**src/rtl/rs232_rx.sv**
```systemverilog
`default_nettype none
// ============================================================================
// Module  : rs232_rx
// Brief   : Asynchronous serial receiver (8 data bits, LSB first, 1 stop bit).
//           Define RS232_RX_PARITY_EN to receive and check a parity bit.
// Revision: 1.0
// ============================================================================
module rs232_rx #(
  parameter int Width = 15
) (
  input  logic             clk_i,
  input  logic             rst_i,
  input  logic             rx_i,
  input  logic [Width-1:0] baud_i,
  input  logic             psel_i,
  output logic [7:0]       d_o,
  output logic             eor_o,
  output logic             perr_o,
  output logic             ferr_o,
  output logic             busy_o
);

`ifdef RS232_RX_PARITY_EN
  typedef enum logic [2:0] {
    S_IDLE   = 3'd0,
    S_START  = 3'd1,
    S_DATA   = 3'd2,
    S_PARITY = 3'd3,
    S_STOP   = 3'd4
  } state_t;
`else
  typedef enum logic [2:0] {
    S_IDLE  = 3'd0,
    S_START = 3'd1,
    S_DATA  = 3'd2,
    S_STOP  = 3'd4
  } state_t;
`endif

  localparam logic [2:0] c_LAST_BIT = 3'd7;

  logic [1:0]       r_sync;
  state_t           r_state;
  logic [Width-1:0] r_cnt;
  logic [7:0]       r_shift;
  logic [2:0]       r_bitcnt;
  logic             r_armed;
  logic [7:0]       r_d;
  logic             r_eor;
  logic             r_ferr;
  logic             r_perr;

  logic             w_rx;
  logic [Width-1:0] w_half;
  logic             w_half_hit;
  logic             w_bit_hit;

  assign w_rx       = r_sync[1];
  assign w_half     = baud_i >> 1;
  assign w_half_hit = (r_cnt == w_half);
  assign w_bit_hit  = (r_cnt == baud_i);

  always_ff @(posedge clk_i or negedge rst_i) begin
    if (!rst_i) begin
      r_sync <= 2'b11;
    end else begin
      r_sync <= {r_sync[0], rx_i};
    end
  end

`ifdef RS232_RX_PARITY_EN
  logic r_perr_pend;

  always_ff @(posedge clk_i or negedge rst_i) begin
    if (!rst_i) begin
      r_perr_pend <= 1'b0;
    end else if (r_state == S_PARITY && w_bit_hit) begin
      // Mismatch between received and selected parity flags an error.
      r_perr_pend <= (^r_shift) ^ w_rx ^ psel_i;
    end
  end

  always_ff @(posedge clk_i or negedge rst_i) begin
    if (!rst_i) begin
      r_perr <= 1'b0;
    end else if (r_state == S_STOP && w_bit_hit) begin
      r_perr <= r_perr_pend;
    end
  end
`else
  logic w_unused_psel;
  assign w_unused_psel = psel_i;
  assign r_perr        = 1'b0;
`endif

  always_ff @(posedge clk_i or negedge rst_i) begin
    if (!rst_i) begin
      r_state  <= S_IDLE;
      r_cnt    <= '0;
      r_shift  <= 8'h00;
      r_bitcnt <= 3'd0;
      r_armed  <= 1'b0;
      r_d      <= 8'h00;
      r_eor    <= 1'b0;
      r_ferr   <= 1'b0;
    end else begin
      r_eor <= 1'b0;
      if (w_rx) begin
        r_armed <= 1'b1;
      end
      case (r_state)
        S_IDLE: begin
          // A break (stop bit low) disarms detection until the line idles high.
          if (!w_rx && r_armed) begin
            r_state <= S_START;
            r_cnt   <= '0;
          end
        end
        S_START: begin
          if (w_half_hit) begin
            r_cnt    <= '0;
            r_bitcnt <= 3'd0;
            r_state  <= w_rx ? S_IDLE : S_DATA;
          end else begin
            r_cnt <= r_cnt + 1'b1;
          end
        end
        S_DATA: begin
          if (w_bit_hit) begin
            r_cnt    <= '0;
            r_shift  <= {w_rx, r_shift[7:1]};
            r_bitcnt <= r_bitcnt + 3'd1;
            if (r_bitcnt == c_LAST_BIT) begin
`ifdef RS232_RX_PARITY_EN
              r_state <= S_PARITY;
`else
              r_state <= S_STOP;
`endif
            end
          end else begin
            r_cnt <= r_cnt + 1'b1;
          end
        end
`ifdef RS232_RX_PARITY_EN
        S_PARITY: begin
          if (w_bit_hit) begin
            r_cnt   <= '0;
            r_state <= S_STOP;
          end else begin
            r_cnt <= r_cnt + 1'b1;
          end
        end
`endif
        S_STOP: begin
          if (w_bit_hit) begin
            r_cnt   <= '0;
            r_state <= S_IDLE;
            r_d     <= r_shift;
            r_ferr  <= ~w_rx;
            r_eor   <= 1'b1;
            if (!w_rx) begin
              r_armed <= 1'b0;
            end
          end else begin
            r_cnt <= r_cnt + 1'b1;
          end
        end
        default: begin
          r_state <= S_IDLE;
          r_cnt   <= '0;
        end
      endcase
    end
  end

  assign d_o    = r_d;
  assign eor_o  = r_eor;
  assign perr_o = r_perr;
  assign ferr_o = r_ferr;
  assign busy_o = (r_state != S_IDLE);

endmodule
`default_nettype wire

```
**config.mk**
```make
export PLATFORM = sky130hd
export DESIGN_NAME = rs232_rx
export DESIGN_NICKNAME = d
export VERILOG_FILES = /design/src/rtl/rs232_rx.sv
export SDC_FILE = /design/constraint.sdc
export NUM_CORES = 1
export LEC_CHECK = 0
export CORE_MARGIN = 2
export CORE_UTILIZATION = 55
export DETAILED_ROUTE_END_ITERATION = 12
export HOLD_SLACK_MARGIN = 0.06
export PLACE_DENSITY = 0.88
export SYNTH_ARGS = -nofsm -noshare
export SYNTH_HDL_FRONTEND = slang
export SYNTH_SLANG_ARGS = --single-unit
export TNS_END_PERCENT = 30
```
**constraint.sdc**
```tcl
create_clock -name clk_i -period 2.75 [get_ports clk_i]
set_input_delay 0.275 -clock clk_i [delete_from_list [all_inputs] [get_ports clk_i]]
set_output_delay 0.275 -clock clk_i [all_outputs]
set_load 0.01 [all_outputs]
```
### After elaboration in Yosys (flattened, before gate mapping)

Index checks and enable logic that the tools add are counted.

| storage, ports and cells | value |
|---|---|
| register bits | 42 |
| memories | 0 |
| bits in read-only memories | 0 |
| memory bits (writable) | 0 |
| input port bits | 19 |
| latch bits | 0 |

| operators by class | value |
|---|---|
| bitwise operators | 1 |
| $add $sub $neg | 2 |
| multipliers | 0 |
| reduce and logical (&&, ||, !) cells | 10 |
| div/mod/pow operators | 0 |
| equal/unequal tests | 11 |
| shift operators | 0 |
| $lt $le $gt $ge | 0 |
| muxes and demuxes | 20 |

Operators by type and width:

| kind | number |
|---|---|
| 15-bit two-way mux | 3 |
| 15-bit one-hot mux with 3 select lines | 1 |
| 3-bit two-way mux | 7 |
| 15-bit by 1-bit adder with 15-bit output (second input constant) | 1 |
| 15-bit by 14-bit == test with 1-bit output | 1 |
| 15-bit == test | 1 |
| 3-bit one-hot mux with 4 select lines | 1 |
| 2-bit != test (second input constant) | 5 |
| 3-bit == test (second input constant) | 2 |
| 1-bit two-way mux | 6 |
| 3-bit one-hot mux with 2 select lines | 1 |
| 5-bit AND reduction | 1 |
| 2-bit AND reduction | 2 |
| 3-bit by 1-bit adder with 3-bit output (second input constant) | 1 |
| 3-bit by 1-bit == test with 1-bit output (second input constant) | 1 |
| 3-bit by 2-bit == test with 1-bit output (second input constant) | 1 |
| 3-bit zero test | 1 |
| 3-bit AND reduction | 1 |
| 3-bit nonzero test | 1 |
| 2-bit two-way mux | 1 |
| 2-bit nonzero test | 1 |
| 2-bit OR reduction | 1 |
| 1-bit logical AND | 1 |
| 1-bit zero test | 1 |
| 1-bit NOT | 1 |

### Logic depth before layout (Yosys ltp)

| logic depth | value |
|---|---|
| depth after elaboration | 4 |
| mapped depth | 8 |

### Least setup slack after synthesis

Ideal clock, no wire load.

| timing | value |
|---|---|
| kind | reg2reg |
| from | register r_cnt[3] |
| to | register r_d[1], in the netlist d_o[1] |
| path buffers | 2 |
| data arrival time | 1.953 ns |
| period minus slack after synthesis | 2.078 ns |
| data required time | 2.625 ns |
| library setup time | 0.125 ns |
| stages on the path, launching flop included | 8 |
| setup slack | 0.672 ns |
| cells stage by stage | dfrtp_1 buf_2 xor2_1 nor4_4 nand2_2 or3_4 buf_6 mux2_4 |

| between the ends | value |
|---|---|
| cells in the longest elaborated chain, start to end | 2 |

RTL lines:

| item | line | RTL |
|---|---|---|
| from (decl) | 44 | `logic [Width-1:0] r_cnt;` |
| from (signal assigned) | 125 | `r_cnt <= r_cnt + 1'b1;` |
| from (signal assigned) | 141 | `r_cnt <= r_cnt + 1'b1;` |
| from (signal assigned) | 165 | `r_cnt <= r_cnt + 1'b1;` |
| 15-bit == test | 61 | `assign w_bit_hit = (r_cnt == baud_i);` |
| 2-bit AND reduction (no source line) | -- |  |
| to (signal assigned) | 158 | `r_d <= r_shift;` |
| to (decl) | 48 | `logic [7:0] r_d;` |

No other way between the ends.
A chain may end at the register's enable or synchronous reset.

### Worst setup path after layout

| timing | value |
|---|---|
| from | register r_cnt[7] |
| to | register r_d[0], in the netlist d_o[0] |

Same word-level chain as after synthesis.

==> metrics.md <==
| Metric | Value |
|---|---|
| Final worst setup slack | `roughly 460 ps` |
| Min-Delay Path Class | `input port to asynchronous set/reset pin` |
| Mapped Cells | `around 230` |
| Slew margin rel. | `roughly 40%` |
| Post-Syn Area | `0.00237 sq mm` |
| Final hold vios | `0` |
| Skew final | `~6 ps` |
| Initial antenna violation count | `0` |
| Fin. max-slew vios | `0` |
| Commonest cells after routing, fill and taps aside | `40 x dfrtp_1, 27 x clkdlybuf4s50_1, 18 x xor2_1, 18 x nand2_1, 12 x xnor2_1` |
| DRC | `0` |
| Pin count of the biggest net entering global routing | `43` |
| Status | `finished, final reports clean` |
| CTS tree | `done` |
| Crit start category | `register` |
| Share of layout cells above drive strength 1 | `~17%` |
| Commonest non-fill, non-tap cell in the layout | `dfrtp_1` |
| Library cells used by synthesis | `42` |
| Peak VDD IR | `395 uV` |
| Warnings, synthesis | `0` |
| Syn Nets | `248` |
| RSZ-0062 raised after global routing | `no` |
| Min Clock Period, post-route | `roughly 2300 ps` |
| Post-CTS setup buffer count | `0` |
| I/O pin count | `31` |
| Crit end category | `register` |
| RR Startpoint | `r_cnt[7]$_DFFE_PN0P_` |
| Die width | `69.7 um` |
| Final Core Density | `67.9%` |
| DRT iter0 DRCs | `just over 80` |
| Post-DR vias/cell | `5.75` |
| Routing usage on met3 | `4.22%` |
| Via count of the first global-routing pass | `between 1.5k and 2k` |
| Synthesized flop and latch total | `42` |
| Max Fclk | `about 440 MHz` |
| Most used DFF post-synth | `dfrtp_1` |
| Sequential area share after synthesis | `around 44%` |
| Core area | `approximately 0.0041 sq mm` |
| Leakage power | `1.35 nW` |
| Area of the die | `just under 0.005 sq mm` |
| Final setup TNS | `0 ps` |
| CP Data Required Time | `between 2000 and 3000 ps` |
| Post-CTS Hold Fix Bufs | `0` |
| Vias | `around 1.7k` |
| DP Area | `~0.0027 sq mm` |
| Async SR Flop Fraction | `100%` |
| Post-DRT Antenna Nets | `0` |
| Nets@finish | `approximately 270` |
| GRT busiest layer | `met2` |
| Signal arrival time at the worst endpoint | `about 2500 ps` |
| Max FO, Critical Path | `11` |
| First-pass DRT Iterations | `4` |
| Root buffer cell | `clkbuf_8` |
| Total Wirelength | `4710 um` |
| EDFF count, synth | `0` |
| H-tree lvl count | `2` |
| Die H | `~70 um` |
| Setup Crit Path Kind | `register to register` |
| Tot GR Track Use | `22.1%` |
| Clock buffer depth | `2` |
| Post-detail-place hpwl | `roughly 3500 um` |
| Grt met2 use | `a little under two fifths` |
| WHS | `around 100 ps` |
| Antenna diode count | `0` |
| Fin crit share | `between 80% and 90%` |
| Clk_lat worst skew | `approximately 300 ps` |
| CTS Sinks | `42` |
| Pwr per Cell Area | `~540 mW/mm^2` |
| Port bufs | `28` |
| Max Cap Viol | `0` |
| Remaining Overflow, GRT | `0` |
| Final setup fails | `0` |
| CTS clock-pin slew for the worst setup and hold paths | `80 ps` |
| Site row count | `23` |
| Initial Util | `about three fifths` |
| Area growth, synth to finish | `16.9%` |
| Fin area | `~0.0028 sq mm` |
| Worst Tran Pin Value | `around 900 ps` |
| Post-CTS sizing | `0` |
| Wire length per cell | `approximately 16 um` |
| Setup crit start | `r_cnt[7]$_DFFE_PN0P_` |
| Met1 usage | `between 20% and 30%` |
| Gpl congestion | `between 0.9 and 1` |
| First-pass GRT wire length | `approximately 8600 um` |
| Mean Syn Cell Area | `10.6 sq um` |
| Number of CTS-inserted buffers | `5` |
| DP Worst Slack | `roughly 220 ps` |
## power breakdown
group          switching, W  internal (W)
registers          0.000113      0.000666
logic              0.000148      0.000173
clock network      0.000210      0.000202
total              0.000470       0.00104
## worst paths after layout
path / to / slack, ps / cells past startpoint
worst max-delay path: d_o[0]$_DFFE_PN0P_ / 460 / 6
worst max register to register: d_o[0]$_DFFE_PN0P_ / 460 / 6
worst min register to register: r_sync[1]$_DFF_PN1_ / 360 / 0
min in group clk_i: r_sync[1]$_DFF_PN1_ / 360 / 0
worst min-delay path: eor_o$_DFF_PN0_ / 100 / 1
max in group asynchronous: r_cnt[2]$_DFFE_PN0P_ / 2080 / 1
## registers in the layout, summed over array words and instances (netlist names)
signal / flops
ferr_o: 1
r_state: 3
eor_o: 1
r_cnt: 15
r_shift: 8
r_sync: 2
d_o: 8
r_armed: 1
r_bitcnt: 3
## logic make-up (layout without fill, tap and decap cells)
family                     after synthesis  count (layout)  share of synthesized area [%]
AOI/OAI and AO/OA                       41              41                           12.3
xor gates and xnor gates                30              30                           11.1
adders and majority gates                4               4                           2.11
buffers and inverters                   19              46                           3.90
DFF                                     42              42                           44.4
muxes                                   18              18                           9.80
other                                    1               1                          0.158
and+or+nand+nor                         70              70                           16.3
## per-layer routing
layer | wire length (um) | up-vias
met2 | 2340 | 48
met1 | 2060 | 835
met5 | 0 | -
met3 | 188 | 12
met4 | 121 | 0
li1 | - | 842
## synthesized netlist by cell type, types with 2 or more instances
cell,number,area [sq um]
nand2b_1,6,37.5
a221o_1,2,20.0
nor2b_1,2,12.5
clkbuf_1,5,18.8
o22ai_1,2,12.5
xnor2_1,12,105
nor3_1,3,15.0
dfrtp_1,40,1000
a22o_1,5,43.8
dfstp_2,2,52.6
o21ai_0,5,25.0
and4_1,2,17.5
mux2_4,8,120
a21boi_0,2,15.0
ha_1,4,50.1
nand4_1,7,43.8
a21o_1,8,60.1
nand2_1,18,67.6
or3_1,5,31.3
or2_2,3,18.8
nor4_1,3,18.8
and3_1,3,18.8
a21oi_1,7,35.0
a22oi_1,6,45.0
buf_2,8,40.0
inv_1,4,15.0
nor2_1,8,30.0
xor2_1,18,158
mux2_2,9,101
nand3_1,6,30.0
## worst max-delay path, cell delays in order (launching register included)
cell and delay [ps]:
dfrtp_1 490, xnor2_1 240, nand4_1 200, nor4_4 300, nand2_2 130, or3_4 490
mux2_1 340
## cell type report
type / instances / area (sq um)
flip-flops and latches: 42 / 1050
well taps: 50 / 62.6
inverters: 4 / 15.0
repair buffers: 34 / 320
multi-input cells: 164 / 1230
clock inverters: 2 / 12.5
fillers: 316 / 1310
clock buffers: 6 / 82.6
## metrics by stage
| step | total power, W | std cells |
|---|---|---|
| 5_1_grt | 0.00160 | 302 |
| 6_report | 0.00151 | 302 |
| 3_3_place_gp | 0.00110 | 294 |
| 4_1_cts | 0.00152 | 302 |
| 3_5_place_dp | 0.00111 | 294 |
| 2_1_floorplan | 0.00101 | 225 |
Power figures use the tool's default switching activity.
